**config.mk**
```make
export PLATFORM = sky130hd
export DESIGN_NAME = ar_br_cr_datapath_flat
export DESIGN_NICKNAME = d
export VERILOG_FILES = /design/src/rtl/ar_br_cr_pkg.sv /design/src/rtl/ar_br_cr_datapath_if.sv /design/src/rtl/ar_br_cr_edge_det.sv /design/src/rtl/ar_br_cr_datapath.sv /design/src/flat_wrapper.sv
export SDC_FILE = /design/constraint.sdc
export NUM_CORES = 1
export LEC_CHECK = 0
export BUFFER_PORTS_ARGS = -buffer_cell sky130_fd_sc_hd__buf_4
export CORE_MARGIN = 1
export CORE_UTILIZATION = 44
export DETAILED_ROUTE_END_ITERATION = 16
export PLACE_DENSITY = 0.76
export SYNTH_ARGS = -nofsm -noshare
export SYNTH_HDL_FRONTEND = slang
export SYNTH_SLANG_ARGS = --single-unit
```
**constraint.sdc**
```tcl
create_clock -name clk -period 1.6 [get_ports clk]
set_input_delay 0 -clock clk [delete_from_list [all_inputs] [get_ports clk]]
set_output_delay 0 -clock clk [all_outputs]
set_load 0.02 [all_outputs]
```
**src/rtl/ar_br_cr_pkg.sv**
```systemverilog
// ar_br_cr_pkg: shared width, command indices (CR-writer priority clr > div > mul) and AR status helper
package ar_br_cr_pkg;
  localparam int DEF_WIDTH = 8;
  localparam int CMD_LOAD = 0;
  localparam int CMD_CLR = 1;
  localparam int CMD_DIV = 2;
  localparam int CMD_MUL = 3;
  localparam int NUM_CMD = 4;
  typedef struct packed {
    logic neg;
    logic pos;
    logic zero;
  } status_t;
  function automatic status_t sign_status(input logic msb, input logic nonzero);
    return '{neg: msb, pos: !msb && nonzero, zero: !nonzero};
  endfunction
endpackage

```
**src/rtl/ar_br_cr_datapath_if.sv**
```systemverilog
// ar_br_cr_datapath_if: command strobes, operands and register/status returns between controller and datapath
interface ar_br_cr_datapath_if
  import ar_br_cr_pkg::*;
#(
  parameter int WIDTH = DEF_WIDTH
);
  logic load_AR_BR;
  logic div_AR_T_CR;
  logic mul_BR_T_CR;
  logic clr_CR;
  logic [WIDTH-1:0] data_A;
  logic [WIDTH-1:0] data_B;
  logic [WIDTH-1:0] AR;
  logic [WIDTH-1:0] BR;
  logic [WIDTH:0] CR;
  logic AR_neg;
  logic AR_pos;
  logic AR_zero;
  logic cmd_ack;
  logic cmd_err;
  modport master(
    output load_AR_BR, div_AR_T_CR, mul_BR_T_CR, clr_CR, data_A, data_B,
    input AR, BR, CR, AR_neg, AR_pos, AR_zero, cmd_ack, cmd_err
  );
  modport slave(
    input load_AR_BR, div_AR_T_CR, mul_BR_T_CR, clr_CR, data_A, data_B,
    output AR, BR, CR, AR_neg, AR_pos, AR_zero, cmd_ack, cmd_err
  );
endinterface

```
**src/rtl/ar_br_cr_edge_det.sv**
```systemverilog
// ar_br_cr_edge_det: 1-bit rising-edge detector; history always tracks the level, so reset preloads it too
module ar_br_cr_edge_det (
  input  logic clk,
  input  logic d,
  output logic rise
);
  logic h;
  always_ff @(posedge clk) h <= d;
  assign rise = d & ~h;
endmodule

```
**src/rtl/ar_br_cr_datapath.sv**
```systemverilog
// ar_br_cr_datapath: AR/BR/CR registers executing edge-qualified commands; AR_BR_CR_CMD_CHECK_EN builds the collision flag
module ar_br_cr_datapath
  import ar_br_cr_pkg::*;
#(
  parameter int WIDTH = DEF_WIDTH
) (
  input logic clk,
  input logic reset,
  ar_br_cr_datapath_if.slave bus
);
  logic [NUM_CMD-1:0] lvl, fire;
  logic [WIDTH-1:0] ar, br;
  logic [WIDTH:0] cr, cr_next;
  logic ack;
  status_t st;
  assign lvl[CMD_LOAD] = bus.load_AR_BR;
  assign lvl[CMD_CLR] = bus.clr_CR;
  assign lvl[CMD_DIV] = bus.div_AR_T_CR;
  assign lvl[CMD_MUL] = bus.mul_BR_T_CR;
  for (genvar i = 0; i < NUM_CMD; i++) begin : g_ed
    ar_br_cr_edge_det u_ed (.clk(clk), .d(lvl[i]), .rise(fire[i]));
  end
  // CR ops read the pre-load AR/BR, so a same-cycle load does not affect them
  always_comb
    cr_next = fire[CMD_CLR] ? '0 :
              fire[CMD_DIV] ? {{2{ar[WIDTH-1]}}, ar[WIDTH-1:1]} :
              fire[CMD_MUL] ? {br, 1'b0} : cr;
  always_ff @(posedge clk) begin
    if (reset) begin
      ar <= '0;
      br <= '0;
      cr <= '0;
      ack <= 1'b0;
    end else begin
      if (fire[CMD_LOAD]) begin
        ar <= bus.data_A;
        br <= bus.data_B;
      end
      cr <= cr_next;
      ack <= |fire;
    end
  end
  assign st = sign_status(ar[WIDTH-1], |ar);
  assign bus.AR = ar;
  assign bus.BR = br;
  assign bus.CR = cr;
  assign bus.AR_neg = st.neg;
  assign bus.AR_pos = st.pos;
  assign bus.AR_zero = st.zero;
  assign bus.cmd_ack = ack;
`ifdef AR_BR_CR_CMD_CHECK_EN
  logic err;
  always_ff @(posedge clk) begin
    if (reset) err <= 1'b0;
    else if ((fire[CMD_CLR] & fire[CMD_DIV]) | (fire[CMD_CLR] & fire[CMD_MUL]) | (fire[CMD_DIV] & fire[CMD_MUL])) err <= 1'b1;
  end
  assign bus.cmd_err = err;
`else
  assign bus.cmd_err = 1'b0;
`endif
endmodule

```
**src/flat_wrapper.sv**
```systemverilog
// flat-port wrapper written by rule: the top's interface ports become plain ports
module ar_br_cr_datapath_flat import ar_br_cr_pkg::*;
#(
  parameter int WIDTH = DEF_WIDTH
)
  (clk, reset, bus_load_AR_BR, bus_div_AR_T_CR, bus_mul_BR_T_CR, bus_clr_CR, bus_data_A, bus_data_B, bus_AR, bus_BR, bus_CR, bus_AR_neg, bus_AR_pos, bus_AR_zero, bus_cmd_ack, bus_cmd_err);
  ar_br_cr_datapath_if #(.WIDTH(WIDTH)) bus_i ();
  input logic clk;
  input logic reset;
  input wire logic [$bits(bus_i.load_AR_BR)-1:0] bus_load_AR_BR;
  input wire logic [$bits(bus_i.div_AR_T_CR)-1:0] bus_div_AR_T_CR;
  input wire logic [$bits(bus_i.mul_BR_T_CR)-1:0] bus_mul_BR_T_CR;
  input wire logic [$bits(bus_i.clr_CR)-1:0] bus_clr_CR;
  input wire logic [$bits(bus_i.data_A)-1:0] bus_data_A;
  input wire logic [$bits(bus_i.data_B)-1:0] bus_data_B;
  output wire logic [$bits(bus_i.AR)-1:0] bus_AR;
  output wire logic [$bits(bus_i.BR)-1:0] bus_BR;
  output wire logic [$bits(bus_i.CR)-1:0] bus_CR;
  output wire logic [$bits(bus_i.AR_neg)-1:0] bus_AR_neg;
  output wire logic [$bits(bus_i.AR_pos)-1:0] bus_AR_pos;
  output wire logic [$bits(bus_i.AR_zero)-1:0] bus_AR_zero;
  output wire logic [$bits(bus_i.cmd_ack)-1:0] bus_cmd_ack;
  output wire logic [$bits(bus_i.cmd_err)-1:0] bus_cmd_err;
  assign bus_i.load_AR_BR = bus_load_AR_BR;
  assign bus_i.div_AR_T_CR = bus_div_AR_T_CR;
  assign bus_i.mul_BR_T_CR = bus_mul_BR_T_CR;
  assign bus_i.clr_CR = bus_clr_CR;
  assign bus_i.data_A = bus_data_A;
  assign bus_i.data_B = bus_data_B;
  assign bus_AR = bus_i.AR;
  assign bus_BR = bus_i.BR;
  assign bus_CR = bus_i.CR;
  assign bus_AR_neg = bus_i.AR_neg;
  assign bus_AR_pos = bus_i.AR_pos;
  assign bus_AR_zero = bus_i.AR_zero;
  assign bus_cmd_ack = bus_i.cmd_ack;
  assign bus_cmd_err = bus_i.cmd_err;
  ar_br_cr_datapath #(.WIDTH(WIDTH)) u_core (.clk(clk), .reset(reset), .bus(bus_i));
endmodule
```
After elaboration in Yosys (flattened, before gate mapping):

Index checks and enable logic that the tools add are counted.

* register bits: 30
* input port bits: 22
* output and inout bits: 30
* logic and storage cells: 25

* multiplexer cells: 2
* bitwise gates (word level): 8
* reduce and logical (&&, ||, !) cells: 7

Operator list (count)
* 9-bit two-way mux: 2
* 8-bit OR reduction: 1
* 1-bit AND: 4
* 1-bit NOT: 4
* 4-bit OR reduction: 1
* 1-bit logical NOT: 2
* 2-bit nonzero test: 1
* 2-bit OR reduction: 1
* 1-bit logical AND: 1

Depth between registers and ports, before layout:

Gate-level depths: netlist of run 1.

* depth after elaboration: 4
* mapped depth: 5
* gate-level depth less buffers: 3

Hierarchy:

Synthesis of run 1 repeated with hierarchy kept, for this count alone.

* cells, all modules: 109
* area total of the unflattened synthesis: 1187.4 um^2

Modules (own cells, without submodules)
* ar_br_cr_datapath: times used 1, cells an instance 101, area each 1052.3 um^2, sequential area each 520.5 um^2
* ar_br_cr_edge_det: times used 4, cells an instance 2, area each 33.8 um^2, sequential area each 20.0 um^2

Worst setup path after synthesis of run 1:

OpenSTA, ideal clock, no wires.

* path type: register -> output
* start: register u_core.ar[0], in the netlist u_core.bus.AR[0]
* end: output bus_AR_zero
* arrival: 1.593 ns
* required time: 1.600 ns
* slack: 0.007 ns
* stages on the path, launching flop included: 4
* buffers on the path: 0
* path through: dfxtp_1 -> or4_1 -> or4_1 -> nor2_1

* cells in the longest elaborated chain, start to end: 2

Ends and longest elaborated chain
* from (decl): line ar_br_cr_datapath.sv:12 `logic [WIDTH-1:0] ar, br;`
* from (signal assigned): line ar_br_cr_datapath.sv:36 `ar <= bus.data_A;`
* 8-bit OR reduction: line ar_br_cr_datapath.sv:43 `assign st = sign_status(ar[WIDTH-1], |ar);`
* 1-bit logical NOT: line ar_br_cr_pkg.sv:15 `return '{neg: msb, pos: !msb && nonzero, zero: !nonzero};`
* to (decl): line flat_wrapper.sv:21 `output wire logic [$bits(bus_i.AR_zero)-1:0] bus_AR_zero;`

Every way passes these cells.

Worst setup path in the final report of run 1:

* start: register u_core.ar[0], in the netlist u_core.bus.AR[0]
* end: output bus_AR_pos

* cells in the longest elaborated chain, start to end: 2

Ends and longest elaborated chain
* 8-bit OR reduction: line ar_br_cr_datapath.sv:43
* 1-bit logical AND: line ar_br_cr_pkg.sv:15
* to (decl): line flat_wrapper.sv:20 `output wire logic [$bits(bus_i.AR_pos)-1:0] bus_AR_pos;`

Every way passes these cells.

==> results of run 1 <==
-- report_power, final --
group / switching (mW) / internal [mW] / total [mW]
Clock: 0.294 / 0.529 / 0.823
Sequential: 0.0313 / 0.784 / 0.815
Combinational: 0.186 / 0.200 / 0.386
Total: 0.511 / 1.51 / 2.02
-- synthesized netlist by cell type, drive strengths merged --
master  instances
or4             2
a41oi           1
nor2            6
nand3           1
nand2          49
o211ai          1
inv             1
clkbuf         10
nand3b          1
dfxtp          30
a311oi          5
a21oi          17
buf             2
nor2b           3
conb            1
a31oi           3
nand2b          4
-- cells by family (layout without fill, tap and decap cells) --
kind of cell    Yosys count  count (layout)  share of synthesized area [%]
compound gates           27              27                          14.77
simple gates             66              66                          25.70
flops                    30              30                          54.12
buf+inv                  13             103                          5.073
other cells               1               1                         0.3379
-- repair_timing --
item | 4_1_cts | 5_1_grt
pin swaps | 2 | 0
hold buffers | 37 | 0
setup buffers | 1 | 0
gates resized for setup | 4 | 10
endpoints found under the setup margin | 2 | 5
hold endpoints to repair | 22 | 0
cloned | 0 | 2
-- state kept, by name (all words and copies together) (netlist names) --
register            flops
u_core.bus.CR           9
u_core.bus.AR           8
u_core.bus.BR           8
u_core.g_ed.u_ed.h      4
u_core.bus.cmd_ack      1
-- worst min path at each step --
| stage | start | to | slack (ns) |
|---|---|---|---|
| finish | bus_mul_BR_T_CR | u_core.g_ed[3].u_ed.h | 0.30 |
| CTS | bus_clr_CR | u_core.g_ed[1].u_ed.h | 0.31 |
| floorplan | bus_load_AR_BR | u_core.g_ed[0].u_ed.h | 0.03 |
| detailed placement | bus_clr_CR | u_core.g_ed[1].u_ed.h | 0.12 |
| global route | bus_div_AR_T_CR | u_core.g_ed[2].u_ed.h | 0.31 |
| global placement | bus_clr_CR | u_core.g_ed[1].u_ed.h | 0.12 |
-- critical path, stage by stage, from the launching register on --
cell,delay [ns]
dfxtp_2,0.35
or4_4,0.52
or4_4,0.43
nor2b_4,0.15
buf_6,0.14
-- routing by layer --
layer / wire length, µm / up-vias / part of all wire (%)
met1: 1709 / 655 / 36
met2: 2314 / 123 / 49
li1: - / 631 / -
met3: 455 / 25 / 9.6
met5: 0 / - / 0
met4: 252 / 0 / 5.3
-- per-stage QoR --
step / setup slack, ns / setup TNS, ns / power (mW) / hold WS [ns]
after global routing: -0.3947 / -0.8985 / 2.072 / 0.3084
after global placement: 0.06399 / 0 / 1.083 / 0.1159
after floorplan: 0.007054 / 0 / 0.9643 / 0.02772
after detailed placement: 0.008915 / 0 / 1.089 / 0.1163
after CTS: -0.3055 / -0.6001 / 1.956 / 0.3069
final: -0.3496 / -0.7140 / 2.024 / 0.2998
-- cell type report --
type | count | area (µm²)
Sequential cell | 30 | 604.3
Multi-Input combinational cell | 94 | 473.0
Clock inverter | 2 | 60.06
Tap cell | 28 | 35.03
Timing Repair Buffer | 94 | 813.3
Fill cell | 100 | 256.5
Inverter | 1 | 3.754
Clock buffer | 6 | 51.30
==> impl_metrics.env, run 1 <==
export IMPL_status="complete, but fails checks"
export IMPL_violations="negative setup slack"
export IMPL_grt_remaining_overflow=0
export IMPL_cts_buffers=5
export IMPL_hold_viol=0
export IMPL_maxCapViolCount=0
export IMPL_postRouteAntennaNets=0
export IMPL_yosysTopAreaCellShare_pct=54.11
export IMPL_cts_root_buf="clkbuf_4"
export IMPL_utilization_pct=88.83
export IMPL_die_area_um2=2727
export IMPL_grt_pass1_vias=1383
export IMPL_r2r_cells=5
export IMPL_die_x_um=52.22
export IMPL_synth_area_leaders="dfxtp_1 (54%), nand2_1 (17%), a21oi_1 (7.7%)"
export IMPL_leakage_nw=0.9354
export IMPL_wirelength_um=4730
export IMPL_setup_viol=3
export IMPL_tritoncts="yes"
export IMPL_reg2reg_setup_slack_ns=-0.02
export IMPL_grtUsageTotal_pct=35.25
export IMPL_fmaxAchievable_mhz=512.9
export IMPL_grt_pass1_wl_um=6589
export IMPL_crit_required_ns=1.60
export IMPL_syn_nets=159
export IMPL_worstPathArrival_ns=1.95
export IMPL_fin_cells=255
export IMPL_pin_count=52
export IMPL_crit_start="u_core.bus.AR[0]"
export IMPL_synth_seq_area_share_pct=54.11
export IMPL_htree_levels=2
export IMPL_initial_utilization_pct=48.31
export IMPL_drc=0
export IMPL_endpoint="bus_AR_pos"
export IMPL_fp_coreArea_um2=2297
export IMPL_finalClockSkew_ns=0.01731
export IMPL_most_common_layout_cells="buf_4 (51), nand2_1 (49), dlygate4sd3_1 (37), dfxtp_1 (27), a21oi_1 (17)"
export IMPL_grt_busiest_layer="met2"
export IMPL_worstReg2RegEnd="u_core.bus.BR[7]"
export IMPL_cp_start_kind="flip-flop"
export IMPL_syn_area_um2=1110
export IMPL_rsz0062_at_grt="yes"
export IMPL_wl_per_cell_um=18.55
export IMPL_hold_class="in2reg"
export IMPL_gp_congestion=0.8000
export IMPL_final_area_um2=2041
export IMPL_period_needed_ns=1.950
export IMPL_area_growth_pct=83.88
export IMPL_num_rows=17
export IMPL_antenna_found_initial=0
export IMPL_setup_slack_ns=-0.3496
export IMPL_use_met1_pct=38.27
export IMPL_dp_cells=207
export IMPL_drv_slew=0
export IMPL_reg2reg_from="u_core.g_ed[0].u_ed.h"
export IMPL_cts_num_sinks=30
export IMPL_drt_iter0_drc=109
export IMPL_num_vias=1434
export IMPL_port_buffers=50
export IMPL_drive_above_1_share_pct=32.60
export IMPL_relSlewSlack_pct=61.41
export IMPL_grt_max_degree=19
export IMPL_whs_path_depth=2
export IMPL_synthCells=137
export IMPL_critPathMaxFanout=2
export IMPL_clockBufferDepth=2
export IMPL_ys_seq_elements=30
export IMPL_hpwl_um=2005
export IMPL_path_clk_slew_ns=0.11
export IMPL_gr_usage_met2_pct=62.18
export IMPL_yosysWarnings=0
export IMPL_die_h_um=52.22
export IMPL_place_area_um2=1498
export IMPL_viasPerCell=5.624
export IMPL_yosysTopAreaCell="dfxtp_1"
export IMPL_finalCritPeriodShare_pct=121.9
export IMPL_critical_path_class="reg2out"
export IMPL_avgSynthCellArea_um2=8.101
export IMPL_nets=248
export IMPL_layout_commonest_cell="buf_4"
export IMPL_first_pass_iters=5
export IMPL_cellPowerDensity_nw_per_um2=991.7
export IMPL_clkLatencyLatePin_ns=0.36
export IMPL_tightest_slew_ns=0.5789
export IMPL_diodes=0
export IMPL_use_met3_pct=11.01
export IMPL_yosysUniqueCellTypes=18
export IMPL_peakVddDrop_v=0.001213
export IMPL_end_kind="primary output"
Note: power is estimated with default switching activity, not from simulation.
==> run 2, diff against run 1 <==
CORE_ASPECT_RATIO = 1.75   (was not set)
SLEW_MARGIN = 20   (was not set)
clock period = 2.05 ns   (was 1.6 ns; I/O delays follow)
==> run 2 against run 1 <==
Compared with the run above:
- die area increased by 0.30%
- the run now ends clean
- setup slack improved by 0.56 ns
- sequential share of layout area increased by 4.7 points
- highest routed layer unchanged
- worst hold slack got worse by 0.27 ns
==> impl_metrics.env, run 2 (same netlist as run 1, synthesis figures left out) <==
export IMPL_status="completed"
export IMPL_crit_required_ns=2.05
export IMPL_initial_utilization_pct=47.61
export IMPL_tightest_slew_ns=0.6297
export IMPL_drc=0
export IMPL_slowest_delay_ns=0.50
export IMPL_htree_levels=2
export IMPL_area_growth_pct=57.50
export IMPL_leakage_nw=0.7658
export IMPL_die_h_um=68.44
export IMPL_tritoncts="yes"
export IMPL_end_kind="primary output"
export IMPL_cts_setup_buffers=0
export IMPL_relSlewSlack_pct=58.02
export IMPL_drt_iter0_drc=28
export IMPL_wirelength_um=3049
export IMPL_cp_cell_sequence="or4_1, or4_1, nor2b_4, buf_4"
export IMPL_fin_setup_tns_ns=0
export IMPL_critical_path_class="reg2out"
export IMPL_die_area_um2=2735
export IMPL_gp_congestion=0.6968
export IMPL_crit_slowest_cell="or4_1"
export IMPL_postRouteAntennaNets=0
export IMPL_viasPerCell=5.000
export IMPL_antenna_found_initial=0
export IMPL_place_area_um2=1471
export IMPL_layout_commonest_cell="buf_4"
export IMPL_cp_start_kind="flip-flop"
export IMPL_grt_remaining_overflow=0
export IMPL_hold_class="in2reg"
export IMPL_wl_per_cell_um=13.37
export IMPL_hold_viol=0
export IMPL_pin_count=52
export IMPL_critPathMaxFanout=3
export IMPL_swShare_pct=25.78
export IMPL_hpwl_um=2053
export IMPL_p_sw_mw=0.3343
export IMPL_finalCritPeriodShare_pct=89.59
export IMPL_path_clk_slew_ns=0.06
export IMPL_maxCapViolCount=0
export IMPL_cts_root_buf="clkbuf_8"
export IMPL_first_pass_iters=4
export IMPL_nets=225
export IMPL_power_frac_comb_pct=17.9
export IMPL_r2r_cells=3
export IMPL_fillers=190
export IMPL_seqPwrFrac_pct=48.8
export IMPL_num_vias=1140
export IMPL_grt_max_degree=19
export IMPL_setup_viol=0
export IMPL_clockBufferDepth=2
export IMPL_grt_pass1_vias=1178
export IMPL_port_buffers=50
export IMPL_diodes=0
export IMPL_grt_pass1_wl_um=4905
export IMPL_num_rows=23
export IMPL_period_needed_ns=1.837
export IMPL_grtUsageTotal_pct=26.55
export IMPL_cts_buffers=5
export IMPL_pwr_share_clk_pct=33.3
export IMPL_cellPowerDensity_nw_per_um2=741.7
export IMPL_final_area_um2=1748
export IMPL_whs_path_depth=2
export IMPL_rsz0062_at_grt="no"
export IMPL_fp_coreArea_um2=2331
export IMPL_power_internal_mw=0.9622
export IMPL_drv_slew=0
export IMPL_finalClockSkew_ns=0.003586
export IMPL_drive_above_1_share_pct=28.08
export IMPL_fmaxAchievable_mhz=544.5
export IMPL_cp_common_cell="or4_1"
export IMPL_clkLatencyLatePin_ns=0.28
export IMPL_worstPathArrival_ns=1.84
export IMPL_most_common_layout_cells="buf_4 (51), nand2_1 (49), dfxtp_1 (30), dlygate4sd3_1 (20), a21oi_1 (17)"
export IMPL_peakVddDrop_v=0.0005761
export IMPL_die_x_um=39.97
export IMPL_cts_num_sinks=30
export IMPL_largest_register_ffs=9
run 2: changes by cell type in the layout (fill, tap and decap cells not counted), sizes merged:
cell / previous run / this run
dlygate4sd3: 37 / 20
clkbuf: 8 / 7
buf: 55 / 51
bufinv: 2 / 0
run 2: worst max-delay path: cells and delay by family (launching register included):
kind | cells | cell delay, ns
simple gates | 3 | 1.07
flops | 1 | 0.32
buf+inv | 1 | 0.16
run 2: power by group through the flow:
stage	clock network (mW)	logic, mW	registers [mW]
final	0.432	0.231	0.633
after global routing	0.464	0.252	0.636
after CTS	0.442	0.231	0.633
after detailed placement	0	0.200	0.646
after global placement	0	0.197	0.643
after floorplan	0	0.0819	0.671
run 2: path summary, 6_finish.rpt:
check,start,to,slack [ns]
max,u_core.bus.AR[0],bus_AR_pos,0.21
min,reset,u_core.bus.BR[3],0.03
max reg2reg,u_core.g_ed[2].u_ed.h,u_core.bus.CR[8],0.77
min reg2reg,u_core.bus.BR[3],u_core.bus.BR[3],0.48
run 2: through the flow:
step / utilization [%] / power [mW] / hold slack (ns) / std cells / setup WS [ns]
floorplan: - / 0.7526 / 0.02772 / 137 / 0.4571
global placement: 63.12 / 0.8404 / 0.1156 / 201 / 0.5101
detailed placement: 63.12 / 0.8458 / 0.1167 / 201 / 0.5117
CTS: 74.99 / 1.306 / 0.02541 / 228 / 0.2029
global route: 74.99 / 1.351 / 0.04006 / 228 / 0.1508
finish: 74.99 / 1.296 / 0.02712 / 228 / 0.2135
run 2: final cells by class:
type / count / area [µm²] / area share (%)
Timing Repair Buffer: 71 / 583.1 / 33.36
Clock buffer: 7 / 76.32 / 4.366
Sequential cell: 30 / 600.6 / 34.36
Multi-Input combinational cell: 94 / 452.9 / 25.91
Tap cell: 25 / 31.28 / 1.790
Inverter: 1 / 3.754 / 0.2147
run 2: metal layers:
layer | up-vias | wire length (µm) | global-route usage (%)
met1 | 523 | 1156 | 27.72
met4 | 0 | 55 | 16.38
met2 | 34 | 1679 | 43.55
met5 | - | 0 | 0
li1 | 577 | - | -
met3 | 6 | 158 | 8.442
run 2: timing repair:
action,CTS,global route
hold endpoints to repair,20,0
hold buffers,20,0
resized for setup,0,0
==> run 3, diff against run 2 <==
CORE_UTILIZATION = 35   (was 44)
PLACE_DENSITY = not set   (was 0.76)
REMOVE_ABC_BUFFERS = 1   (was not set)
==> run 3 against run 2 <==
Compared with the run above:
- setup slack got worse by 0.00099 ns
- flip-flop and latch count did not move
- non-clock buffer count did not move
- count of clock-buffer cells in the layout did not move
- register-to-register slack got worse by 0.02 ns
- maximum frequency barely moved
==> impl_metrics.env, run 3 (same netlist as run 1, synthesis figures left out) <==
export IMPL_finalClockSkew_ns=0.004213
export IMPL_end_kind="primary output"
export IMPL_slowest_delay_ns=0.51
export IMPL_viasPerCell=4.667
export IMPL_path_clk_slew_ns=0.06
export IMPL_grt_pass1_wl_um=4678
export IMPL_cp_start_kind="flip-flop"
export IMPL_drt_iter0_drc=27
export IMPL_first_pass_iters=4
export IMPL_gp_congestion=0.7844
export IMPL_rsz0062_at_grt="no"
export IMPL_setup_viol=0
export IMPL_hold_viol=0
export IMPL_wl_per_cell_um=11.43
export IMPL_area_growth_pct=60.77
export IMPL_fin_cells=246
export IMPL_hpwl_um=2003
export IMPL_grtUsageTotal_pct=18.35
export IMPL_cp_cell_sequence="or4_1, or4_1, nor2b_4, buf_4"
export IMPL_dp_cells=218
export IMPL_die_x_um=44.57
export IMPL_postRouteAntennaNets=0
export IMPL_clkLatencyLatePin_ns=0.27
export IMPL_cellPowerDensity_nw_per_um2=746.4
export IMPL_relSlewSlack_pct=57.51
export IMPL_pin_count=52
export IMPL_setup_slack_ns=0.2125
export IMPL_drive_above_1_share_pct=28.92
export IMPL_num_vias=1148
export IMPL_fmaxAchievable_mhz=544.2
export IMPL_cts_num_sinks=30
export IMPL_grt_pass1_vias=1071
export IMPL_most_common_layout_cells="buf_4 (51), nand2_1 (49), dfxtp_1 (30), dlygate4sd3_1 (20), a21oi_1 (17)"
export IMPL_grt_max_degree=19
export IMPL_clockBufferDepth=2
export IMPL_diodes=0
export IMPL_critical_path_class="reg2out"
export IMPL_wirelength_um=2812
export IMPL_fillers=287
export IMPL_cp_top_family="simple AND/OR/NAND/NOR gates"
export IMPL_antenna_found_initial=0
export IMPL_initial_utilization_pct=37.49
export IMPL_crit_slowest_cell="or4_1"
export IMPL_maxCapViolCount=0
export IMPL_cts_buffers=5
export IMPL_tritoncts="yes"
export IMPL_nets=225
export IMPL_layout_commonest_cell="buf_4"
export IMPL_multiInputGateArea_um2=452.9
export IMPL_utilization_pct=60.27
export IMPL_peakVddDrop_v=0.0006172
export IMPL_die_h_um=76.49
export IMPL_status="completed"
export IMPL_cts_root_buf="clkbuf_8"
export IMPL_leakage_nw=0.7757
export IMPL_die_area_um2=3409
export IMPL_drc=0
export IMPL_cp_common_cell="or4_1"
export IMPL_fp_coreArea_um2=2960
export IMPL_finalCritPeriodShare_pct=89.63
export IMPL_num_rows=26
export IMPL_hold_class="in2reg"
export IMPL_worstPathArrival_ns=1.84
export IMPL_tightest_slew_ns=0.6374
export IMPL_htree_levels=2
export IMPL_grt_remaining_overflow=0
export IMPL_regArea_um2=600.6
export IMPL_port_buffers=50
export IMPL_largest_register_ffs=9
export IMPL_crit_buf_inv=1
export IMPL_crit_required_ns=2.05
export IMPL_critPathMaxFanout=3
export IMPL_fin_setup_tns_ns=0
export IMPL_power_mw=1.332
export IMPL_dpl_worst_slack_ns=0.4894
export IMPL_period_needed_ns=1.838
export IMPL_drv_slew=0
-- run 3: changes by cell type in the layout (fill, tap and decap cells not counted), sizes merged --
cell	delta
clkinv	+1
-- run 3: routing by layer --
metal	wire (µm)	vias up	global-route usage [%]
met5	0	-	0
li1	-	580	-
met2	1540	32	31.18
met3	120	4	6.635
met4	34	0	7.273
met1	1116	532	19.65
-- run 3: final cells by class --
| cell class | instances | share of cell area (%) |
|---|---|---|
| clock buffer | 7 | 4.839 |
| sequential | 30 | 33.66 |
| clock inverter | 1 | 0.2805 |
| timing repair buffer | 71 | 32.68 |
| tap | 42 | 2.945 |
| multi-input combinational | 94 | 25.39 |
| inverter | 1 | 0.2104 |
-- run 3: power breakdown --
group,internal (mW),leakage [nW],total (mW),switching [mW]
Combinational,0.117,0.481,0.230,0.113
Clock,0.270,0.0482,0.469,0.199
Sequential,0.612,0.247,0.633,0.0209
Total,0.999,0.776,1.33,0.332
-- run 3: worst paths after layout --
path                          from                to  slack (ns)  depth (start not counted)
min reg2reg       u_core.bus.CR[0]  u_core.bus.CR[0]        0.47                          2
max               u_core.bus.AR[0]        bus_AR_pos        0.21                          4
max reg2reg  u_core.g_ed[2].u_ed.h  u_core.bus.CR[8]        0.75                          3
min                          reset  u_core.bus.AR[6]        0.04                          2
-- run 3: per-stage QoR --
stage               area (µm²)  hold WS [ns]
floorplan                 1057       0.02772
global placement          1493        0.1144
detailed placement        1493        0.1185
CTS                       1784       0.03731
global route              1784       0.04462
finish                    1784       0.04050
-- run 3: worst reg2reg max path: stages (launching register included) --
cell      delay [ns]
dfxtp_1         0.31
nand2b_1        0.39
o211ai_1        0.40
a31oi_1         0.06
-- run 3: repair_timing --
action,CTS,global route
setup buffers,0,0
hold buffers,20,0
resized for setup,0,0
endpoints found under the hold margin,20,0
